**src/rtl/aq_mmu_utlb_refill_ctrl.sv**
```systemverilog
// uTLB miss/refill sequencer for one bank of ENTRY_NUM entries. It detects a lookup miss,
// requests a refill from the jTLB and writes the returned mapping into a chosen victim entry.
//
// Ports:
//   utlb_entry_clk, cpurst_b       : clock, async active-low reset
//   utlb_req_vld/_vpn              : lookup request from LSU/IFU side
//   utlb_entry_hit/_vld            : per-entry hit and valid vectors
//   utlb_flush                     : any entry invalidation (satp, tlb clear, inv-va)
//   utlb_jtlb_req/_vpn             : refill request to jTLB, held until ack
//   jtlb_utlb_ack/_refill_vld/...  : jTLB handshake and refill response
//   utlb_entry_upd, utlb_upd_*     : one-hot entry write strobe and write data
//   utlb_miss_stall                : requester must hold/replay
//   utlb_fault                     : one-cycle page-fault pulse
module aq_mmu_utlb_refill_ctrl #(
    parameter int ENTRY_NUM = 4,
    parameter int VPN_WIDTH = 28,
    parameter int PPN_WIDTH = 28,
    parameter int FLG_WIDTH = 15,
    parameter int PGS_WIDTH = 3
) (
    input  logic                 utlb_entry_clk,
    input  logic                 cpurst_b,
    input  logic                 utlb_req_vld,
    input  logic [VPN_WIDTH-1:0] utlb_req_vpn,
    input  logic [ENTRY_NUM-1:0] utlb_entry_hit,
    input  logic [ENTRY_NUM-1:0] utlb_entry_vld,
    input  logic                 utlb_flush,
    output logic                 utlb_jtlb_req,
    output logic [VPN_WIDTH-1:0] utlb_jtlb_vpn,
    input  logic                 jtlb_utlb_ack,
    input  logic                 jtlb_utlb_refill_vld,
    input  logic                 jtlb_utlb_fault,
    input  logic [PPN_WIDTH-1:0] jtlb_utlb_ppn,
    input  logic [FLG_WIDTH-1:0] jtlb_utlb_flg,
    input  logic [PGS_WIDTH-1:0] jtlb_utlb_pgs,
    output logic [ENTRY_NUM-1:0] utlb_entry_upd,
    output logic [VPN_WIDTH-1:0] utlb_upd_vpn,
    output logic [PPN_WIDTH-1:0] utlb_upd_ppn,
    output logic [FLG_WIDTH-1:0] utlb_upd_flg,
    output logic [PGS_WIDTH-1:0] utlb_upd_pgs,
    output logic                 utlb_miss_stall,
    output logic                 utlb_fault
);

    localparam int RR_W = (ENTRY_NUM > 1) ? $clog2(ENTRY_NUM) : 1;

    typedef enum logic [1:0] {
        IDLE,
        REQ,
        WAIT,
        UPD
    } state_e;

    state_e                 state_q, state_d;
    logic [VPN_WIDTH-1:0]   vpn_q, vpn_d;
    logic [PPN_WIDTH-1:0]   ppn_q, ppn_d;
    logic [FLG_WIDTH-1:0]   flg_q, flg_d;
    logic [PGS_WIDTH-1:0]   pgs_q, pgs_d;
    logic [RR_W-1:0]        rr_q, rr_d;
    logic                   discard_q, discard_d;
    logic                   fault_q, fault_d;

    logic                   miss;
    logic                   rsp_vld;
    logic                   drop;
    logic                   all_vld;
    logic [RR_W-1:0]        victim_idx;
    logic [ENTRY_NUM-1:0]   victim_oh;
    logic [ENTRY_NUM-1:0]   upd;

    assign miss = utlb_req_vld && ~|utlb_entry_hit;

    // A response is only accepted once the request has been acked,
    // including an ack and response arriving together.
    assign rsp_vld = jtlb_utlb_refill_vld
                   && ((state_q == WAIT) || ((state_q == REQ) && jtlb_utlb_ack));

    // A flush in the response cycle itself also discards it.
    assign drop = discard_q || utlb_flush;

    // Lowest invalid entry wins; round-robin only when every entry is valid.
    always_comb begin
        victim_idx = rr_q;
        for (int i = ENTRY_NUM - 1; i >= 0; i--) begin
            if (!utlb_entry_vld[i]) begin
                victim_idx = RR_W'(i);
            end
        end
    end

    assign all_vld   = &utlb_entry_vld;
    assign victim_oh = ENTRY_NUM'(1) << victim_idx;

    always_comb begin
        state_d   = state_q;
        vpn_d     = vpn_q;
        rr_d      = rr_q;
        discard_d = discard_q;
        fault_d   = 1'b0;
        upd       = '0;
        ppn_d     = rsp_vld ? jtlb_utlb_ppn : ppn_q;
        flg_d     = rsp_vld ? jtlb_utlb_flg : flg_q;
        pgs_d     = rsp_vld ? jtlb_utlb_pgs : pgs_q;

        unique case (state_q)
            IDLE: begin
                if (miss) begin
                    vpn_d   = utlb_req_vpn;
                    state_d = REQ;
                end
            end
            REQ, WAIT: begin
                if (utlb_flush) begin
                    discard_d = 1'b1;
                end
                if ((state_q == REQ) && jtlb_utlb_ack && !jtlb_utlb_refill_vld) begin
                    state_d = WAIT;
                end
                if (rsp_vld) begin
                    discard_d = 1'b0;
                    fault_d   = jtlb_utlb_fault && !drop;
                    state_d   = (jtlb_utlb_fault || drop) ? IDLE : UPD;
                end
            end
            UPD: begin
                state_d = IDLE;
                if (!utlb_flush) begin
                    upd = victim_oh;
                    if (all_vld) begin
                        rr_d = (rr_q == RR_W'(ENTRY_NUM - 1)) ? '0 : rr_q + 1'b1;
                    end
                end
            end
            default: state_d = IDLE;
        endcase
    end

    always_ff @(posedge utlb_entry_clk or negedge cpurst_b) begin
        if (!cpurst_b) begin
            state_q   <= IDLE;
            vpn_q     <= '0;
            ppn_q     <= '0;
            flg_q     <= '0;
            pgs_q     <= '0;
            rr_q      <= '0;
            discard_q <= 1'b0;
            fault_q   <= 1'b0;
        end else begin
            state_q   <= state_d;
            vpn_q     <= vpn_d;
            ppn_q     <= ppn_d;
            flg_q     <= flg_d;
            pgs_q     <= pgs_d;
            rr_q      <= rr_d;
            discard_q <= discard_d;
            fault_q   <= fault_d;
        end
    end

    assign utlb_jtlb_req   = (state_q == REQ);
    assign utlb_jtlb_vpn   = vpn_q;
    assign utlb_entry_upd  = upd;
    assign utlb_upd_vpn    = vpn_q;
    assign utlb_upd_ppn    = ppn_q;
    assign utlb_upd_flg    = flg_q;
    assign utlb_upd_pgs    = pgs_q;
    assign utlb_miss_stall = (state_q != IDLE) || miss;
    assign utlb_fault      = fault_q;

    a_upd_onehot: assert property (
        @(posedge utlb_entry_clk) disable iff (!cpurst_b)
        $onehot0(utlb_entry_upd));

    a_vpn_stable: assert property (
        @(posedge utlb_entry_clk) disable iff (!cpurst_b)
        (utlb_jtlb_req && !jtlb_utlb_ack) |=> $stable(utlb_jtlb_vpn));

    // A response with no acked request outstanding is a jTLB protocol error.
    a_refill_proto: assert property (
        @(posedge utlb_entry_clk) disable iff (!cpurst_b)
        !(jtlb_utlb_refill_vld
          && ((state_q == IDLE) || ((state_q == REQ) && !jtlb_utlb_ack))));

endmodule
```
**config.mk**
```make
export PLATFORM = sky130hd
export DESIGN_NAME = aq_mmu_utlb_refill_ctrl
export DESIGN_NICKNAME = d
export VERILOG_FILES = /design/src/rtl/aq_mmu_utlb_refill_ctrl.sv
export SDC_FILE = /design/constraint.sdc
export NUM_CORES = 1
export LEC_CHECK = 0
export CAP_MARGIN = 0
export CORE_ASPECT_RATIO = 1.1
export CORE_MARGIN = 1.5
export CORE_UTILIZATION = 35
export CTS_CLUSTER_DIAMETER = 60
export DETAILED_ROUTE_END_ITERATION = 7
export GPL_TIMING_DRIVEN = 0
export HOLD_SLACK_MARGIN = 0.08
export PLACE_DENSITY = 0.78
export SLEW_MARGIN = 20
export SYNTH_ARGS = -nofsm -noshare
export SYNTH_HDL_FRONTEND = slang
export SYNTH_SLANG_ARGS = --single-unit
```
**constraint.sdc**
```tcl
create_clock -name utlb_entry_clk -period 1.6 [get_ports utlb_entry_clk]
set_clock_uncertainty 0.15 [all_clocks]
set_input_delay 0.24 -clock utlb_entry_clk [delete_from_list [all_inputs] [get_ports utlb_entry_clk]]
set_output_delay 0.24 -clock utlb_entry_clk [all_outputs]
set_load 0.005 [all_outputs]
```
# == Word level (Yosys, flattened, before mapping) ==
# Cells that the tools add are included.
# W data, S select, Z words.
# op_classes
bitwise_logic,1
n_addsub,1
n_eq_ne,6
muxes,16
shifts,1
n_reduce_logical,21
# ops
op,count
$mux W2,9
$mux W4,2
$eq A2 B2 Y1 const B,3
$pmux W2 S3,1
$reduce_and A2 Y1,3
$reduce_and A6 Y1,1
$logic_and A1 B1 Y1,5
$logic_or A1 B1 Y1,4
$mux W1,4
$reduce_bool A2 Y1,2
$reduce_or A4 Y1,1
$shl A1 B2 Y4 const A,1
$logic_not A1 Y1,3
$ne A3 B3 Y1 const B,1
$add A2 B1 Y2 const B,1
$eq A2 B1 Y1 const B,1
$logic_not A2 Y1,1
$ne A2 B2 Y1 const B,1
$reduce_or A2 Y1,1
$not A1 Y1,1
# word_totals
wordCells,54
regBits,80
in_bits,89

# == Depth between registers and ports, before layout ==
# Gate-level depths: netlist of the first run.
# depth
word_depth,7
ltp_mapped,8
depth_no_buf,6

# == Least setup slack after synthesis of the first run ==
# No wires, ideal clock.
# synth_path
path_type,register to register
from,register state_q[0]
to,"register flg_q[0], in the netlist utlb_upd_flg[0]"
setup_slack_ns,-0.109
stages_incl_launch_ff,8
setup_time_ns,0.065
period_less_slack_ns,1.709
n_path_buf,2
required_ns,1.385
t_arrival_ns,1.494
cell_sequence,dfrtp_1 ha_1 and2_1 o21ai_0 buf_2 buf_2 nand2_1 nand2_1
# synth_via
elab_chain_len,4
elab_cells_between_ends,5
# synth_lines
item,line,source
"start, declared",54,"state_e state_q, state_d;"
"start signal, assigned",149,state_q <= state_d;
$eq A2 B1 Y1,--,
net utlb_jtlb_req,28,"output logic utlb_jtlb_req,"
$logic_and A1 B1 Y1,76,&& ((state_q == WAIT) || ((state_q == REQ) && jtlb_utlb_ack));
$logic_or A1 B1 Y1,76,
$logic_and A1 B1 Y1,76,
"end signal, assigned",152,flg_q <= flg_d;
"end, declared",57,"logic [FLG_WIDTH-1:0] flg_q, flg_d;"
# The timed path passes the listed nets, and every way through them passes these cells.
# A chain may end at the register's enable or synchronous reset.

# == Worst setup path in the final report of the first run ==
# layout_path
from,register state_q[0]
to,output port utlb_entry_upd[3]
# layout_via
elab_chain_len,2
# layout_lines
item,line,source
$eq A2 B2 Y1,105,unique case (state_q)
$mux W4,105,
"end, declared",36,"output logic [ENTRY_NUM-1:0] utlb_entry_upd,"
# No other way between the ends.

==> results of run 1 <==
-- where the power goes --
part / switching [mW] / internal (mW) / leakage [nW] / total [mW]
Sequential: 0.576 / 2.94 / 1.01 / 3.52
Combinational: 1.92 / 3.14 / 2.27 / 5.06
Clock: 0.733 / 0.643 / 0.0878 / 1.38
-- cells in the mapped netlist, types with 2 or more instances --
cell and n:
nand2_1 144, dfrtp_1 80, buf_4 28, mux2_2 20, mux2_4 11, nor2_1 7, buf_2 5, clkbuf_1 5
ha_1 5, a21oi_1 3, inv_1 3, nor2b_1 3, o21ai_0 3, and2_1 2, buf_6 2
-- worst max-delay path, stage by stage (launching register included) --
cell,delay [ns]
dfrtp_1,0.40
buf_6,0.13
ha_4,0.15
nor2b_4,0.13
nand2b_1,0.10
nor2_1,0.05
buf_2,0.12
-- worst max path at each step --
| stage | startpoint | to | slack (ns) |
|---|---|---|---|
| floorplan | state_q[0] | state_q[0] | -0.002 |
| global placement | cpurst_b | rr_q[0] | -2.66 |
| detailed placement | utlb_entry_hit[1] | utlb_miss_stall | -0.59 |
| CTS | state_q[0] | utlb_entry_upd[2] | -0.25 |
| global route | state_q[0] | utlb_entry_upd[3] | -0.34 |
| finish | state_q[0] | utlb_entry_upd[3] | -0.22 |
-- metal layers --
layer / global-route usage / vias up / part of all wire
li1: - / 1514 / -
met2: 0.361 / 149 / 0.51
met5: 0 / - / 0
met4: 0.0592 / 0 / 0.012
met1: 0.232 / 1509 / 0.38
met3: 0.0714 / 12 / 0.089
-- flip-flops by register name (all words and copies together), names as in the netlist --
signal	flops
utlb_upd_ppn	28
discard_q	1
utlb_upd_flg	15
utlb_jtlb_vpn	28
utlb_fault	1
rr_q	2
utlb_upd_pgs	3
state_q	2
-- cell type report --
class	instances	area (um2)	share of cell area
Tap cell	117	146	0.0235
Inverter	3	13.8	0.00221
Multi-Input combinational cell	209	1310	0.210
Antenna cell	1	2.50	0.000402
Sequential cell	80	2000	0.322
Clock inverter	4	28.8	0.00462
Clock buffer	11	151	0.0243
Timing Repair Buffer	235	2200	0.353
Buffer	40	377	0.0605
-- timing repair --
item | 4_1_cts | 5_1_grt
setup buffers | 26 | 4
hold buffers | 1 | 0
gates resized for setup | 180 | 20
pin swaps | 11 | 8
endpoints found under the hold margin | 80 | 0
endpoints found under the setup margin | 181 | 88
gates cloned | 6 | 0
-- cell families after synthesis --
kind of cell / count (synthesis) / share of synthesized area
AOI/OAI and AO/OA: 10 / 0.0176
adders and majority gates: 5 / 0.0180
buffers and inverters: 43 / 0.0828
DFF: 80 / 0.576
muxes: 32 / 0.115
and+or+nand+nor: 162 / 0.190
==> run summary, run 1 <==
status -> finished with violations
failing checks -> negative setup slack
Placed Cells -> 647
layout cells sized above 1 -> 0.275
ranking of synthesized cells by area -> dfrtp_1 58%, nand2_1 16%, mux2_2 6.5%
commonest non-fill, non-tap cell in the layout -> nand2_1
setup TNS -> -11.21 ns
CTS buffer count -> 9
CTS tree -> built
worst-margin pin slew -> 0.357 ns
Final ANT Viol Nets -> 0
final cell count without fillers -> 700
Final setup viols -> 84
clk_lat worst skew -> 0.35 ns
chip width -> 98.0 um
R2R depth -> 8
crit path DAT -> 1.43 ns
max_cap viols -> 0
initial antenna violation count -> 1
Syn Nets -> 426
effective utilization at floorplan -> 0.366
PortBufs -> 197
Design Area, Final -> 6230 um2
min Tclk post-route -> 1.82 ns
DRC Markers -> 0
vias per inst -> 4.55
Fin. Hold Viols -> 0
Setup Crit Path Kind -> reg -> out
Distinct cells, synth -> 26
worst path required time -> 1.21 ns
reg2reg setup slack -> -0.19 ns
drt pass-1 iters -> 4
Worst Path Max Fanout -> 3
Iteration-0 DRC Markers -> 92
Post-synth EDFFs -> 0
Final #Nets -> 672
Syn Area/Cell -> 10.5 um2
DP Worst Slack -> -0.586 ns
register area share after synthesis -> 0.576
worst hold path type -> in -> async
global-route wire length before repair -> 16900 um
via count -> 3184
Slew Limit Fails -> 0
unrepaired setup endpoints after global routing -> true
Root Buffer Master -> clkbuf_8
Async S/R FF share, synth -> 1.00
row cnt -> 37
fmax -> 550 MHz
Power, Total -> 9.96 mW
P per Cell Area -> 1600 nW/um2
clock sinks -> 80
post-layout util -> 0.656
Worst R2R End -> utlb_upd_flg[9]
cell accounting for the most synthesized area -> dfrtp_1
GRT Total Usage -> 0.204
Ports -> 198
Synth top area share -> 0.576
Longest Clk Path Bufs -> 2
GP Congestion -> 0.792
area grow syn2layout -> 79.2%
Placed Area -> 5630 um2
final wirelength -> 10400 um
largest net degree at the start of global routing -> 59
synthesized flop and latch total -> 80
CTS clk-pin slew, worst paths -> 0.09 ns
maximum VDD drop -> 0.773 mV
WL/cell -> 14.9 um
Top FF cell, synth -> dfrtp_1
Slew headroom -> 0.760
# fillers -> 764
H-tree Lvls -> 3
Detail Placement HPWL -> 7280 um
Synth Cell Area -> 3480 um2
core area -> 9490 um2
die span in y -> 108 um
Synth warnings -> 0
vias in the first global route -> 3390
cells after synthesis -> 332
Leak -> 3.37 nW
Final period util -> 1.14
most frequent cells in the layout -> 134 x nand2_1, 104 x dlygate4sd2_1, 85 x clkdlybuf4s50_1
Fin Hold WS -> 0.194 ns
full die area -> 10500 um2
Startpoint Class -> flip-flop
RR Startpoint -> state_q[0]
Final WS setup -> -0.218 ns
gr ovfl total -> 0
Worst Setup End Kind -> primary output
(Power assumes the default switching activity.)
==> run 2, diff against run 1 <==
- CORE_UTILIZATION: 35 -> 36
- CTS_BUF_LIST: not set -> sky130_fd_sc_hd__clkbuf_8
- PLACE_DENSITY: 0.78 -> 0.8
==> run 2 against run 1 <==
Effect of this change:
- the run still ends with negative setup slack left
- final cell count is 1.3% higher
- setup slack worse by 0.053 ns
- global-route usage is 1.2 points higher
- count of clock-buffer cells in the layout is 1 higher
- sequential power is 3% higher
- die area is 2.7% lower
- sequential share of layout area is 2.4 points lower
- critical path type is now in -> out
- largest cell class unchanged
- highest routed layer unchanged
==> run summary, run 2 (synthesized netlist as in run 1, its figures left out) <==
row cnt -> 37
max_cap viols -> 0
fmax -> 534 MHz
Fin. Hold Viols -> 0
Root Buffer Master -> clkbuf_8
crit path DAT -> 1.48 ns
Setup Crit Path Kind -> in -> out
Worst Setup End Kind -> primary output
worst path required time -> 1.21 ns
crit path launch -> utlb_entry_vld[3]
CTS buffer count -> 9
vias per inst -> 4.69
effective utilization at floorplan -> 0.372
unrepaired setup endpoints after global routing -> true
Startpoint Class -> input port
GP Congestion -> 0.810
final cell count without fillers -> 709
largest net degree at the start of global routing -> 47
Placed Area -> 5630 um2
GRT Total Usage -> 0.215
R2R depth -> 8
Final period util -> 1.17
via count -> 3326
failing checks -> negative setup slack
crit-path leading delay family -> buffers and inverters
Slowest cell on crit path -> clkdlybuf4s50_1
global-route wire length before repair -> 17600 um
crit-path max cell delay -> 0.50 ns
# fillers -> 689
post-layout util -> 0.720
CTS clk-pin slew, worst paths -> 0.08 ns
status -> finished with violations
die span in y -> 106 um
full die area -> 10300 um2
CTS tree -> built
Slew Limit Fails -> 0
HP Start -> jtlb_utlb_ppn[25]
WP buf/inv -> 2
min Tclk post-route -> 1.87 ns
Longest Clk Path Bufs -> 2
PortBufs -> 197
drt pass-1 iters -> 4
Stages on worst setup path -> 6
layout cells sized above 1 -> 0.438
area grow syn2layout -> 93.7%
setup TNS -> -13.13 ns
core area -> 9350 um2
final wirelength -> 11600 um
gr ovfl total -> 0
most frequent cells in the layout -> 101 x dlygate4sd2_1, 82 x clkdlybuf4s50_1, 79 x dfrtp_1
clock sinks -> 80
CP Cell Sequence -> clkdlybuf4s50_1, nand2_1, o211ai_1, nand2b_1, nor2_1, buf_2
Worst Path Max Fanout -> 2
worst-margin pin slew -> 0.613 ns
Detail Placement HPWL -> 7390 um
Design Area, Final -> 6730 um2
Final WS setup -> -0.271 ns
Final ANT Viol Nets -> 0
worst hold path type -> in -> reg
RR Startpoint -> state_q[0]
hold path depth -> 3
maximum VDD drop -> 0.951 mV
Ports -> 198
H-tree Lvls -> 3
commonest non-fill, non-tap cell in the layout -> dlygate4sd2_1
diode count -> 0
Slew headroom -> 0.591
Placed Cells -> 647
Leak -> 3.59 nW
P per Cell Area -> 1660 nW/um2
Final setup viols -> 85
WL/cell -> 16.3 um
DRC Markers -> 0
Final #Nets -> 681
DP Worst Slack -> -0.625 ns
Fin Hold WS -> 0.271 ns
vias in the first global route -> 3542
chip width -> 96.7 um
initial antenna violation count -> 0
Power, Total -> 11.2 mW
clk_lat worst skew -> 0.35 ns
Iteration-0 DRC Markers -> 150
==> run 2: path summary, 6_finish.rpt <==
kind                                endpoint  slack, ns
max                        utlb_entry_upd[3]      -0.27
min                         utlb_upd_ppn[25]       0.27
max reg2reg                  utlb_upd_flg[5]      -0.22
min reg2reg                  utlb_upd_ppn[2]       0.33
max in group asynchronous   utlb_upd_ppn[11]       0.39
min in group asynchronous  utlb_jtlb_vpn[10]       0.29
==> run 2: final cells by class <==
type / instances / area (um2) / area share
clock buffer: 12 / 165 / 0.0245
multi-input combinational: 209 / 1640 / 0.243
buffer: 39 / 398 / 0.0591
inverter: 3 / 16.3 / 0.00242
tap: 117 / 146 / 0.0217
sequential: 80 / 2000 / 0.298
timing repair buffer: 245 / 2310 / 0.344
clock inverter: 4 / 51.3 / 0.00762
==> run 2: worst min-delay path, stage by stage <==
cell	delay, ns
clkdlybuf4s50_1	0.39
nand2_1	0.05
nand2_1	0.05
==> run 2: power by group <==
| group | switching, mW | internal, mW | leakage (nW) |
|---|---|---|---|
| clock | 0.751 | 0.850 | 0.109 |
| sequential | 0.695 | 2.95 | 1.01 |
| combinational | 2.28 | 3.63 | 2.46 |
==> run 2: per-layer routing <==
layer,global-route usage,part of all wire,routed length [um],vias up
li1,-,-,-,1537
met4,0.109,0.034,394,0
met1,0.240,0.37,4250,1607
met2,0.373,0.53,6180,153
met3,0.0657,0.066,763,29
met5,0,0,0,-
==> run 2: repair_timing <==
action | 4_1_cts | 5_1_grt
hold endpoints to repair | 45 | 0
pin swaps | 59 | 80
setup endpoints to repair | 176 | 89
cloned | 6 | 4
hold buffers | 1 | 0
resized for setup | 233 | 104
buffers inserted | 30 | 9
==> run 3, diff against run 2 <==
- TNS_END_PERCENT: not set -> 10
==> run 3 against run 2 <==
Effect of this change:
- the run still ends with negative setup slack left
- count of clock-buffer cells in the layout did not move
- combinational power fell by 15%
- utilization is 6.4 points lower
- design area fell by 8.8%
- critical path type is now reg -> out
- largest cell class unchanged
- total power shrank 9.2%
- sequential share of layout area rose by 2.9 points
- critical path depth did not move
==> run summary, run 3 (synthesized netlist as in run 1, its figures left out) <==
Worst Setup End Kind -> primary output
Placed Area -> 5630 um2
worst-margin pin slew -> 0.615 ns
Final WS setup -> -0.244 ns
via count -> 3132
P per Cell Area -> 1650 nW/um2
setup TNS -> -9.94 ns
initial antenna violation count -> 0
diode count -> 0
Leak -> 3.29 nW
die span in y -> 106 um
CTS clk-pin slew, worst paths -> 0.08 ns
Final setup viols -> 86
Longest Clk Path Bufs -> 2
GP Congestion -> 0.810
full die area -> 10300 um2
most frequent cells in the layout -> 121 x nand2_1, 82 x clkdlybuf4s50_1, 79 x dfrtp_1
final wirelength -> 10500 um
Design Area, Final -> 6140 um2
final cell count without fillers -> 684
crit path DAT -> 1.45 ns
Ports -> 198
Final #Nets -> 656
largest net degree at the start of global routing -> 47
Fin Hold WS -> 0.255 ns
clk_lat worst skew -> 0.35 ns
status -> finished with violations
PortBufs -> 197
Slew headroom -> 0.590
Setup Crit Path Kind -> reg -> out
min Tclk post-route -> 1.84 ns
effective utilization at floorplan -> 0.372
commonest non-fill, non-tap cell in the layout -> nand2_1
CTS buffer count -> 9
worst hold path type -> in -> reg
Detail Placement HPWL -> 7390 um
failing checks -> negative setup slack
core area -> 9350 um2
fmax -> 542 MHz
vias per inst -> 4.58
chip width -> 96.7 um
# fillers -> 759
Startpoint Class -> flip-flop
Placed Cells -> 647
Final ANT Viol Nets -> 0
drt pass-1 iters -> 4
row cnt -> 37
Power, Total -> 10.1 mW
worst path required time -> 1.21 ns
area grow syn2layout -> 76.5%
Iteration-0 DRC Markers -> 142
Final period util -> 1.15
layout cells sized above 1 -> 0.325
H-tree Lvls -> 3
unrepaired setup endpoints after global routing -> true
gr ovfl total -> 0
DRC Markers -> 0
Fin. Hold Viols -> 0
post-layout util -> 0.656
Worst Path Max Fanout -> 3
global-route wire length before repair -> 16700 um
WL/cell -> 15.4 um
max_cap viols -> 0
CTS tree -> built
GRT Total Usage -> 0.205
maximum VDD drop -> 0.906 mV
vias in the first global route -> 3361
clock sinks -> 80
Root Buffer Master -> clkbuf_8
DP Worst Slack -> -0.625 ns
Slew Limit Fails -> 0
run 3: worst max-delay path: stages (launching register included):
cell	delay [ns]
dfrtp_1	0.38
buf_6	0.11
ha_4	0.12
nor2b_4	0.17
nand2_2	0.09
nor2_2	0.10
buf_2	0.12
run 3: area by class of cell:
class | instances | area (um2) | share of cell area
Timing Repair Buffer | 219 | 2020 | 0.330
Clock inverter | 4 | 51.3 | 0.00836
Sequential cell | 80 | 2000 | 0.326
Tap cell | 117 | 146 | 0.0239
Buffer | 40 | 383 | 0.0624
Multi-Input combinational cell | 209 | 1350 | 0.220
Inverter | 3 | 13.8 | 0.00224
Clock buffer | 12 | 165 | 0.0269
run 3: power breakdown:
part	total, mW	internal [mW]	switching [mW]
combinational	5.02	3.08	1.94
sequential	3.51	2.94	0.564
clock	1.59	0.849	0.744
total	10.1	6.87	3.25
run 3: routing by layer:
layer / GRT usage / share of wire / up-vias
li1: - / - / 1490
met1: 0.230 / 0.38 / 1470
met2: 0.358 / 0.51 / 147
met3: 0.0638 / 0.075 / 25
met4: 0.0921 / 0.031 / 0
met5: 0 / 0 / -
run 3: final timing paths:
kind | start | to | slack [ns] | depth (start not counted)
min | jtlb_utlb_flg[10] | utlb_upd_flg[10] | 0.26 | 3
min in group asynchronous | cpurst_b | utlb_jtlb_vpn[16] | 0.30 | 2
max reg2reg | state_q[0] | state_q[0] | -0.18 | 5
max | state_q[1] | utlb_entry_upd[1] | -0.24 | 6
max in group asynchronous | cpurst_b | utlb_upd_ppn[16] | 0.39 | 3
min reg2reg | utlb_upd_ppn[2] | utlb_upd_ppn[2] | 0.32 | 2
run 3: timing repair:
item / CTS / global route
pin swaps: 28 / 9
gates resized for setup: 193 / 22
setup buffers: 12 / 4
hold endpoints to repair: 45 / 0
endpoints found under the setup margin: 176 / 89
gates cloned: 3 / 1
hold buffers: 1 / 0
